`config.mk`:
```
export PLATFORM = sky130hd
export DESIGN_NAME = if_fetch_stage
export DESIGN_NICKNAME = d
export VERILOG_FILES = /design/src/rtl/if_fetch_stage.sv
export SDC_FILE = /design/constraint.sdc
export NUM_CORES = 1
export LEC_CHECK = 0
export BUFFER_PORTS_ARGS = -buffer_cell sky130_fd_sc_hd__buf_4
export CORE_MARGIN = 3
export CORE_UTILIZATION = 53
export CTS_CLUSTER_SIZE = 40
export DETAILED_ROUTE_END_ITERATION = 16
export HOLD_SLACK_MARGIN = 0.06
export PLACE_DENSITY = 0.86
export SYNTH_ARGS = -nofsm -noshare
export SYNTH_HDL_FRONTEND = slang
export SYNTH_SLANG_ARGS = --single-unit
```
`constraint.sdc`:
```
create_clock -name clk -period 5.1 [get_ports clk]
set_input_delay 1.02 -clock clk [delete_from_list [all_inputs] [get_ports clk]]
set_output_delay 1.02 -clock clk [all_outputs]
set_load 0.05 [all_outputs]
```
`src/rtl/if_fetch_stage.sv`:
```
// Instruction-fetch stage: owns the PC, addresses the instruction ROM and loads the IF/ID register.
// Optional performance counters (fetch_cnt, stall_cnt) are built when IF_PERF_CNT_EN is defined.
module if_fetch_stage #(
  parameter logic [31:0] RESET_PC = 32'h8000_0000,
  parameter logic [31:0] IRQ_VEC  = 32'h8000_0004,
  parameter logic [31:0] EXC_VEC  = 32'h8000_0008
) (
  input  logic        clk,
  input  logic        reset,
  input  logic        stall,
  input  logic        flush,
  input  logic        redirect,
  input  logic [31:0] redirect_pc,
  input  logic        exc_req,
  input  logic        irq,
  output logic [30:0] rom_addr,
  input  logic [31:0] rom_data,
  output logic [31:0] pc,
  output logic        ifid_valid,
  output logic [31:0] ifid_instr,
  output logic [31:0] ifid_pc,
  output logic [31:0] ifid_pc_plus4,
  output logic        irq_ack,
  output logic [31:0] irq_epc
`ifdef IF_PERF_CNT_EN
  ,
  output logic [31:0] fetch_cnt,
  output logic [31:0] stall_cnt
`endif
);

  typedef enum logic [2:0] {
    SEL_EXC,
    SEL_REDIR,
    SEL_IRQ,
    SEL_HOLD,
    SEL_FLUSH,
    SEL_SEQ
  } sel_e;

  typedef struct packed {
    logic        valid;
    logic [31:0] instr;
    logic [31:0] pc;
    logic [31:0] pc_plus4;
  } ifid_t;

  localparam ifid_t BUBBLE = '0;

  // Bit 31 is the supervisor flag; only the low 31 bits advance and wrap.
  function automatic logic [31:0] inc(input logic [31:0] x);
    return {x[31], x[30:0] + 31'd4};
  endfunction

  logic [31:0] pc_q, pc_d;
  ifid_t       ifid_q, ifid_d;
  logic        irq_take;
  logic [31:0] irq_epc_q, irq_epc_d;
  logic        irq_ack_q;
  sel_e        sel;

  assign irq_take = irq & ~pc_q[31] & ~stall & ~exc_req & ~redirect;

  always_comb begin
    if (exc_req)       sel = SEL_EXC;
    else if (redirect) sel = SEL_REDIR;
    else if (irq_take) sel = SEL_IRQ;
    else if (stall)    sel = SEL_HOLD;
    else if (flush)    sel = SEL_FLUSH;
    else               sel = SEL_SEQ;
  end

  always_comb begin
    // NOTE: every output gets a default first so no path leaves it unassigned (no latch).
    pc_d      = pc_q;
    ifid_d    = ifid_q;
    irq_epc_d = irq_epc_q;
    unique case (sel)
      SEL_EXC: begin
        pc_d   = EXC_VEC;
        ifid_d = BUBBLE;
      end
      SEL_REDIR: begin
        pc_d   = redirect_pc & 32'hFFFF_FFFC;
        ifid_d = BUBBLE;
      end
      SEL_IRQ: begin
        pc_d      = IRQ_VEC;
        ifid_d    = BUBBLE;
        irq_epc_d = inc(pc_q);
      end
      SEL_HOLD: begin
        if (flush) ifid_d = BUBBLE;
      end
      SEL_FLUSH: begin
        pc_d   = inc(pc_q);
        ifid_d = BUBBLE;
      end
      default: begin
        pc_d   = inc(pc_q);
        ifid_d = '{valid: 1'b1, instr: rom_data, pc: pc_q, pc_plus4: inc(pc_q)};
      end
    endcase
  end

  always_ff @(posedge clk) begin
    // NOTE: state registers use non-blocking assignment so all flops update from pre-edge values.
    if (reset) begin
      pc_q      <= RESET_PC;
      ifid_q    <= BUBBLE;
      irq_ack_q <= 1'b0;
      irq_epc_q <= '0;
    end else begin
      pc_q      <= pc_d;
      ifid_q    <= ifid_d;
      irq_ack_q <= irq_take;
      irq_epc_q <= irq_epc_d;
    end
  end

`ifdef IF_PERF_CNT_EN
  logic [31:0] fetch_cnt_q, stall_cnt_q;

  always_ff @(posedge clk) begin
    if (reset) begin
      fetch_cnt_q <= '0;
      stall_cnt_q <= '0;
    end else begin
      if (sel == SEL_SEQ) fetch_cnt_q <= fetch_cnt_q + 32'd1;
      if (stall)          stall_cnt_q <= stall_cnt_q + 32'd1;
    end
  end

  assign fetch_cnt = fetch_cnt_q;
  assign stall_cnt = stall_cnt_q;
`endif

  assign pc            = pc_q;
  assign rom_addr      = pc_q[30:0];
  assign ifid_valid    = ifid_q.valid;
  assign ifid_instr    = ifid_q.instr;
  assign ifid_pc       = ifid_q.pc;
  assign ifid_pc_plus4 = ifid_q.pc_plus4;
  assign irq_ack       = irq_ack_q;
  assign irq_epc       = irq_epc_q;

endmodule

```
==> flow_summary.json, run 1 <==
{
  "status": "finished, final reports clean",
  "maxSlewViolCount": 0,
  "boundaryPins": 264,
  "drive_gt1_share_pct": 34.4,
  "postSynthAreaPerCell_um2": 8.85,
  "grt_setup_unrepaired": "no",
  "drc": 0,
  "synth-edff-count": 0,
  "yosysMostFrequentCell": "dfxtp_1",
  "synth_largest_area_cell": "dfxtp_1",
  "syn_inst": 761,
  "power_density_nw_per_um2": 328,
  "worstHoldStart": "ifid_pc_plus4[19]",
  "num_vias": 6404,
  "synth_compound_area_share_pct": 19.4,
  "crit_fanout": 73,
  "cpPeakStageDelay_ns": 0.62,
  "fin_crit_sh_pct": 52.5,
  "yosysWarnings": 0,
  "drt_iter0_markers": 535,
  "final_area_um2": 9020,
  "hold_buffers": 0,
  "grt_antenna_before_repair": 0,
  "synth_ff_type": "dfxtp_1",
  "dieArea_um2": 14100,
  "globalRouteTotalUtil_pct": 29.1,
  "cts.sinks": 154,
  "clkLatencyLatePin_ns": 0.42,
  "start_util_pct": 55.1,
  "seqPwrFrac_pct": 41.9,
  "synth_seq_area_share_pct": 45.8,
  "synth_area_leaders": "dfxtp_1 46%, a22oi_1 8.6%, nor2_1 7.4%",
  "synth_common_cells": "154 x dfxtp_1, 132 x nor2_1, 77 x a22oi_1",
  "clockPowerShare_pct": 49.2,
  "synth_adder_area_share_pct": 0.186,
  "worstPathArrival_ns": 3.01,
  "comb_power_share_pct": 8.8,
  "grt_max_degree": 74,
  "netlist.area_leader.share_pct": 45.8,
  "ys_ff_latch": 154,
  "p_leak_nw": 3.79,
  "synth_top_family_by_area": "simple AND/OR/NAND/NOR gates",
  "timing.fmax_mhz": 373,
  "whs_ns": 0.452,
  "path_clk_slew_ns": 0.06,
  "hold_end": "ifid_pc_plus4[19]",
  "ir_drop_mv": 0.222,
  "post_cts_buffers": 0,
  "crit_path_cell_trace": "buf_4, nor2_1, nand2_1, nor3_4, buf_4, nand2_1, o21ai_0",
  "cp-start-kind": "primary input",
  "root_buffer": "clkbuf_16",
  "synthXorXnorAreaFrac_pct": 4.16,
  "post_dp_cell_area_um2": 8340,
  "postRouteAntennaNets": 0,
  "muxShareOfSynthArea_pct": 0.650,
  "syn_area_um2": 6730,
  "dr.pass1.iters": 4,
  "setup_viol": 0,
  "wirelength_um": 20800,
  "h-tree-depth": 4,
  "worstMarginPinSlew_ns": 1.31,
  "switching_share_pct": 23.4,
  "gr-total-overflow": 0,
  "min_period_ns": 2.68,
  "synth_cell_types": 60,
  "reg2reg_depth": 6,
  "r2r_start": "pc[31]",
  "area_growth_pct": 34.0,
  "power.internal_mw": 2.27,
  "cp-end-kind": "register",
  "routedWlPerCell_um": 18.5,
  "async_flop_share_pct": 0,
  "die_h_um": 119,
  "io_buffers": 255,
  "regToRegSetupSlack_ns": 2.69,
  "setup.worst_path.class": "primary input to register",
  "hold_class": "register to register",
  "p_switching_mw": 0.692,
  "core_um2": 12200,
  "antennaDiodeCount": 0,
  "worstPathRequired_ns": 5.44,
  "hold_violations": 0,
  "cp_slowest_cell": "buf_4",
  "routed_via_density": 5.70,
  "place.gp.congestion": 0.842,
  "clock_skew_ns": 0.00589,
  "clockBufferDepth": 2,
  "max_slew_margin_pct": 12.2,
  "hpwlAfterDp_um": 13900,
  "cts_resized": 0,
  "layout.nets": 1015,
  "cap_violations": 0,
  "grt_pass1_vias": 6258,
  "tns_ns": 0,
  "synthSimpleGateAreaFrac_pct": 20.5,
  "cts_tree": "yes",
  "hold_depth": 2,
  "grt_pass1_wl_um": 33100,
  "num_rows": 40,
  "reg2reg_to": "ifid_pc_plus4[16]",
  "cts_made_buffers": 17,
  "die_x_um": 119
}
==> registers in the layout, indices dropped and copies added (netlist names) <==
signal	count
ifid_valid	1
ifid_pc_plus4	29
ifid_pc	31
irq_epc	30
pc	30
irq_ack	1
ifid_instr	32
==> power by group through the flow <==
stage / Clock (mW) / Combinational, mW / Sequential [mW]
floorplan: 0 / 0.136 / 1.30
finish: 1.46 / 0.262 / 1.24
global route: 1.52 / 0.276 / 1.24
global placement: 0 / 0.255 / 1.27
detailed placement: 0 / 0.259 / 1.27
CTS: 1.47 / 0.261 / 1.24
==> how the worst max path moves through the flow <==
stage | from | endpoint | cells past startpoint
2_1_floorplan | pc[2] | pc[30] | 6
3_3_place_gp | exc_req | ifid_pc_plus4[21] | 7
3_5_place_dp | exc_req | ifid_pc_plus4[26] | 7
4_1_cts | exc_req | ifid_pc_plus4[16] | 7
5_1_grt | exc_req | ifid_pc_plus4[19] | 7
6_report | exc_req | ifid_pc_plus4[16] | 7
==> logic make-up (layout without fill, tap and decap cells) <==
logic type | after synthesis | after routing
muxes | 4 | 4
and+or+nand+nor | 278 | 278
other | 1 | 6
buffers and inverters | 109 | 299
xor gates and xnor gates | 32 | 32
DFF | 154 | 154
adders and majority gates | 1 | 1
AOI/OAI and AO/OA | 182 | 182
==> cell usage in the layout, fill, tap and decap left out, drive strengths merged, types with 7 or more instances in the layout <==
cell type / count
a211oi: 28
a21oi: 20
a22o: 8
a22oi: 77
and4: 7
buf: 260
bufinv: 7
clkbuf: 19
dfxtp: 154
inv: 7
nand2: 56
nand3: 12
nand4: 11
nor2: 133
nor3: 24
nor4: 10
o21ai: 31
xnor2: 21
xor2: 11
==> layout make-up <==
type	count	area, µm²
tap	168	210
clock inverter	13	248
sequential	154	3080
clock buffer	19	433
multi-input combinational	503	3070
inverter	7	26.3
fill	955	3190
timing repair buffer	260	1950
==> critical path: cells and delay by family <==
family | cells | cell delay [ns]
AND/OR/NAND/NOR | 4 | 0.86
AO/OA/AOI/OAI | 1 | 0.31
buffers and inverters | 2 | 0.80
==> per-layer routing <==
metal / wire, µm / up-vias / global-route usage (%)
met5: 0 / - / 0
met4: 575 / 0 / 12.7
met3: 1930 / 47 / 8.61
met2: 9980 / 344 / 45.8
met1: 8340 / 3009 / 36.9
li1: - / 3004 / -
==> per-stage QoR <==
stage | util [%] | total power [mW] | instances | setup WS [ns]
after CTS | 73.9 | 2.97 | 1124 | 2.40
after global routing | 73.9 | 3.04 | 1124 | 2.08
after floorplan | - | 1.44 | 766 | 2.76
final | 73.9 | 2.96 | 1124 | 2.42
after detailed placement | 68.3 | 1.52 | 1092 | 1.95
after global placement | 68.3 | 1.52 | 1092 | 1.99
(Power assumes the default switching activity.)
==> run 2: changes to the inputs <==
Settings changed: CORE_UTILIZATION 53 to 49, PLACE_DENSITY 0.86 to 0.8.
Clock period 5.1 ns to 2.6 ns, I/O delays scaled along.
==> run 2 against run 1 <==
- non-clock buffer count grew 19
- via count is 1.1% lower
- largest power group unchanged
- clock-buffer cell count is 3 higher
- sequential cell count stayed put
- highest routed layer unchanged
- combinational power is 100% higher
- sequential power increased by 95%
- total power grew 86%
- register-to-register slack lost 2.3 ns
==> flow_summary.json, run 2 (same netlist as run 1, synthesis figures left out) <==
{
  "setup_ws_ns": 0.395,
  "start_util_pct": 50.4,
  "grt_setup_unrepaired": "no",
  "routed_via_density": 5.50,
  "regToRegSetupSlack_ns": 0.39,
  "reg2reg_to": "pc[28]",
  "grt_max_degree": 62,
  "clockBufferDepth": 2,
  "num_rows": 42,
  "cts.sinks": 154,
  "p_leak_nw": 3.85,
  "layout.nets": 1034,
  "postRouteAntennaNets": 0,
  "grt_pass1_vias": 5818,
  "boundaryPins": 264,
  "path_clk_slew_ns": 0.06,
  "die_h_um": 123,
  "cp-end-kind": "register",
  "routedWlPerCell_um": 17.7,
  "worstPathRequired_ns": 2.91,
  "status": "finished, final reports clean",
  "drt_iter0_markers": 385,
  "cts_resized": 0,
  "io_buffers": 255,
  "num_vias": 6331,
  "wirelength_um": 20400,
  "max_slew_margin_pct": 54.8,
  "cts_made_buffers": 17,
  "root_buffer": "clkbuf_16",
  "hold_depth": 2,
  "antennaDiodeCount": 0,
  "fillCellCount": 1127,
  "min_period_ns": 2.21,
  "drc": 0,
  "grt_antenna_before_repair": 0,
  "dieArea_um2": 15200,
  "dr.pass1.iters": 5,
  "globalRouteTotalUtil_pct": 26.1,
  "timing.fmax_mhz": 453,
  "post_dp_cell_area_um2": 8520,
  "final_cell_mix": "277 x buf_4, 154 x dfxtp_1, 132 x nor2_1",
  "tns_ns": 0,
  "core_um2": 13300,
  "ir_drop_mv": 0.489,
  "hpwlAfterDp_um": 14400,
  "grt_pass1_wl_um": 31100,
  "hold_end": "pc[22]",
  "setup_viol": 0,
  "clock_skew_ns": 0.0109,
  "r2r_start": "pc[14]",
  "crit_fanout": 8,
  "worstPathArrival_ns": 2.52,
  "cts_tree": "yes",
  "drive_gt1_share_pct": 35.6,
  "worstHoldStart": "redirect_pc[22]",
  "power_density_nw_per_um2": 602,
  "area_growth_pct": 35.5,
  "seqCellArea_um2": 3080,
  "instances_no_fill": 1151,
  "multi_input_area_um2": 3070,
  "hold_buffers": 0,
  "h-tree-depth": 4,
  "final_area_um2": 9130,
  "maxSlewViolCount": 0,
  "cp-start-kind": "register",
  "placed_cells": 1119,
  "hold_class": "primary input to register",
  "final_common_cell": "buf_4",
  "worstMarginPinSlew_ns": 0.677,
  "reg2reg_depth": 5,
  "gr-total-overflow": 0,
  "hold_violations": 0,
  "pre_cts_slack_ns": 0.465,
  "cap_violations": 0,
  "largest_register_ffs": 32,
  "post_cts_buffers": 0,
  "place.gp.congestion": 0.912,
  "clkLatencyLatePin_ns": 0.43,
  "fin_crit_sh_pct": 84.8,
  "setup.worst_path.class": "register to register",
  "die_x_um": 123
}
## run 2: changes by cell type in the layout (fill, tap and decap cells not counted), moves of 2 or more
cell | previous run | this run
buf_4 | 260 | 277
bufinv_16 | 7 | 3
buf_12 | 0 | 2
clkbuf_8 | 0 | 2
clkinv_2 | 3 | 1
clkinv_4 | 0 | 2
## run 2: cell type report
cell class                 instances  share of cell area, %
multi-input combinational        503                   33.6
clock buffer                      22                   5.09
clock inverter                    10                   1.56
timing repair buffer             279                   23.2
sequential                       154                   33.8
tap                              176                   2.41
inverter                           7                  0.288
## run 2: per-layer routing
layer / GRT usage, % / vias to the layer above / wire [µm]
met2: 40.6 / 263 / 9630
met1: 33.7 / 2998 / 8540
met4: 9.55 / 0 / 383
li1: - / 3038 / -
met5: 0 / - / 0
met3: 9.01 / 32 / 1830
## run 2: critical path: stages, from the launching register on
cell     delay [ns]
dfxtp_1        0.49
and4_1         0.51
nand4_1        0.32
nor4_1         0.46
xor2_1         0.12
a22o_1         0.20
## run 2: metrics by stage
stage	total power, mW	util, %	hold WS (ns)
3_3_place_gp	3.00	63.8	0.437
5_1_grt	5.66	68.4	0.317
3_5_place_dp	3.01	63.8	0.445
4_1_cts	5.51	68.4	0.301
2_1_floorplan	2.82	-	0.628
6_report	5.49	68.4	0.309
## run 2: worst max path at each step
stage	startpoint	endpoint	slack (ns)	cells after the start
3_3_place_gp	pc[14]	pc[24]	0.49	5
5_1_grt	pc[5]	pc[19]	0.29	5
6_report	pc[14]	pc[28]	0.39	5
4_1_cts	pc[14]	pc[28]	0.44	5
2_1_floorplan	pc[2]	pc[30]	0.26	6
3_5_place_dp	pc[4]	irq_epc[21]	0.46	5
## run 2: power breakdown
part	switching, mW	leakage, nW	internal [mW]
clock	0.969	0.283	1.56
combinational	0.353	2.32	0.185
sequential	0.0376	1.24	2.39
==> run 3: changes to the inputs <==
Settings changed: CORE_UTILIZATION 49 to 44, PLACE_DENSITY 0.8 to 0.76.
Clock period 2.6 ns to 1.9 ns, I/O delays scaled along.
==> run 3 against run 2 <==
- worst setup slack got worse by 0.34 ns
- register-to-register slack worse by 0.34 ns
- combinational power increased by 47%
- final area rose by 3.7%
- largest power group is now registers
- critical path type unchanged
- core utilization shrank 4.2 points
- highest routed layer unchanged
- sequential cell count unchanged
- worst hold slack worse by 0.14 ns
- non-clock buffer count increased by 33
==> flow_summary.json, run 3 (same netlist as run 1, synthesis figures left out) <==
{
  "status": "finished, final reports clean",
  "met2_length_um": 10400,
  "top_layer": "met4",
  "final_core_util_pct": 64.1,
  "clkLatencyLatePin_ns": 0.42,
  "drt_iter0_markers": 363,
  "route.met3.wl_um": 1760,
  "drc": 0,
  "place.gp.congestion": 0.899,
  "final_cell_mix": "305 x buf_4, 132 x nor2_1, 128 x dfxtp_1",
  "grt_setup_unrepaired": "no",
  "p_leak_nw": 4.03,
  "setup.worst_path.start": "pc[18]",
  "fillCellCount": 1259,
  "grt_antenna_before_repair": 0,
  "setup_ws_ns": 0.0503,
  "min_period_ns": 1.85,
  "final_area_um2": 9460,
  "die_x_um": 130,
  "p_total_mw": 7.14,
  "hold_depth": 2,
  "post_dp_cell_area_um2": 8930,
  "reg2reg_depth": 5,
  "dr.pass1.iters": 7,
  "r2r_start": "pc[18]",
  "cts_made_buffers": 17,
  "worstPathRequired_ns": 2.20,
  "postRouteAntennaNets": 0,
  "cap_violations": 0,
  "instances_no_fill": 1192,
  "path_clk_slew_ns": 0.06,
  "maxSlewViolCount": 0,
  "cp-end-kind": "register",
  "hold_class": "primary input to register",
  "grt_pass1_vias": 6086,
  "placed_cells": 1160,
  "cts_tree": "yes",
  "final_common_cell": "buf_4",
  "met1_length_um": 9010,
  "die_h_um": 130,
  "worstMarginPinSlew_ns": 0.569,
  "core_um2": 14800,
  "largest_register_ffs": 32,
  "post_cts_buffers": 0,
  "worstHoldStart": "redirect_pc[22]",
  "clock_skew_ns": 0.00819,
  "pre_cts_slack_ns": 0.0859,
  "power_density_nw_per_um2": 754,
  "crit_fanout": 10,
  "h-tree-depth": 4,
  "reg2reg_to": "pc[29]",
  "grt_pass1_wl_um": 32900,
  "wirelength_um": 21600,
  "num_rows": 44,
  "area_growth_pct": 40.5,
  "io_buffers": 255,
  "whs_ns": 0.171,
  "hold_end": "pc[22]",
  "dieArea_um2": 16800,
  "root_buffer": "clkbuf_16",
  "grt_max_degree": 57,
  "regToRegSetupSlack_ns": 0.05,
  "cts.sinks": 154,
  "routedWlPerCell_um": 18.1,
  "boundaryPins": 264,
  "num_vias": 6472,
  "cp-start-kind": "register",
  "drive_gt1_share_pct": 40.0,
  "worstPathArrival_ns": 2.15,
  "routed_via_density": 5.43,
  "antennaDiodeCount": 0,
  "timing.fmax_mhz": 541,
  "globalRouteTotalUtil_pct": 24.7,
  "fin_crit_sh_pct": 97.4,
  "setup_viol": 0,
  "start_util_pct": 45.6,
  "max_slew_margin_pct": 62.1,
  "hold_violations": 0,
  "hpwlAfterDp_um": 15100,
  "ir_drop_mv": 0.728,
  "layout.nets": 1067,
  "clockBufferDepth": 2,
  "tns_ns": 0,
  "gr-total-overflow": 0,
  "setup.worst_path.class": "register to register"
}
## run 3: cell types whose count changed in the layout (fill, tap and decap cells not counted), sizes merged
cell / previous run / this run
buf: 279 / 312
bufinv: 3 / 1
clkbuf: 22 / 21
clkinv: 3 / 9
clkinvlp: 4 / 1
## run 3: final cells by class
class	instances	area (µm²)	area share (%)
Clock inverter	11	80.1	0.846
Sequential cell	154	3170	33.5
Tap cell	184	230	2.43
Clock buffer	21	440	4.65
Inverter	7	26.3	0.278
Timing Repair Buffer	312	2430	25.7
Multi-Input combinational cell	503	3090	32.7
## run 3: power breakdown
group / total (mW) / internal, mW / leakage, nW / switching [mW]
combinational: 0.789 / 0.283 / 2.51 / 0.506
sequential: 3.29 / 3.25 / 1.26 / 0.0419
clock: 3.06 / 1.77 / 0.252 / 1.29
total: 7.14 / 5.30 / 4.03 / 1.83
## run 3: worst max path at each step
| stage | slack (ns) | cells after the start | endpoint |
|---|---|---|---|
| finish | 0.05 | 5 | pc[29] |
| global route | 0.001 | 5 | pc[29] |
| CTS | 0.06 | 5 | pc[29] |
| detailed placement | 0.09 | 5 | pc[19] |
| global placement | 0.10 | 5 | pc[22] |
| floorplan | -0.008 | 7 | pc[30] |
## run 3: per-layer routing
metal  track usage [%]  vias up
met2              39.8      266
met5                 0        -
met3              6.96       35
met1              32.2     3062
li1                  -     3109
met4              8.07        0
## run 3: what timing repair did
action,in CTS,in global routing
hold buffers,0,0
setup endpoints to repair,0,2
gates resized for setup,0,2
## run 3: worst max-delay path, cell delays in order, from the launching register on
cell and delay [ns]:
dfxtp_4 0.42, nand4_2 0.18, or2_1 0.43, nor4_2 0.34
xor2_1 0.12, a22o_1 0.25
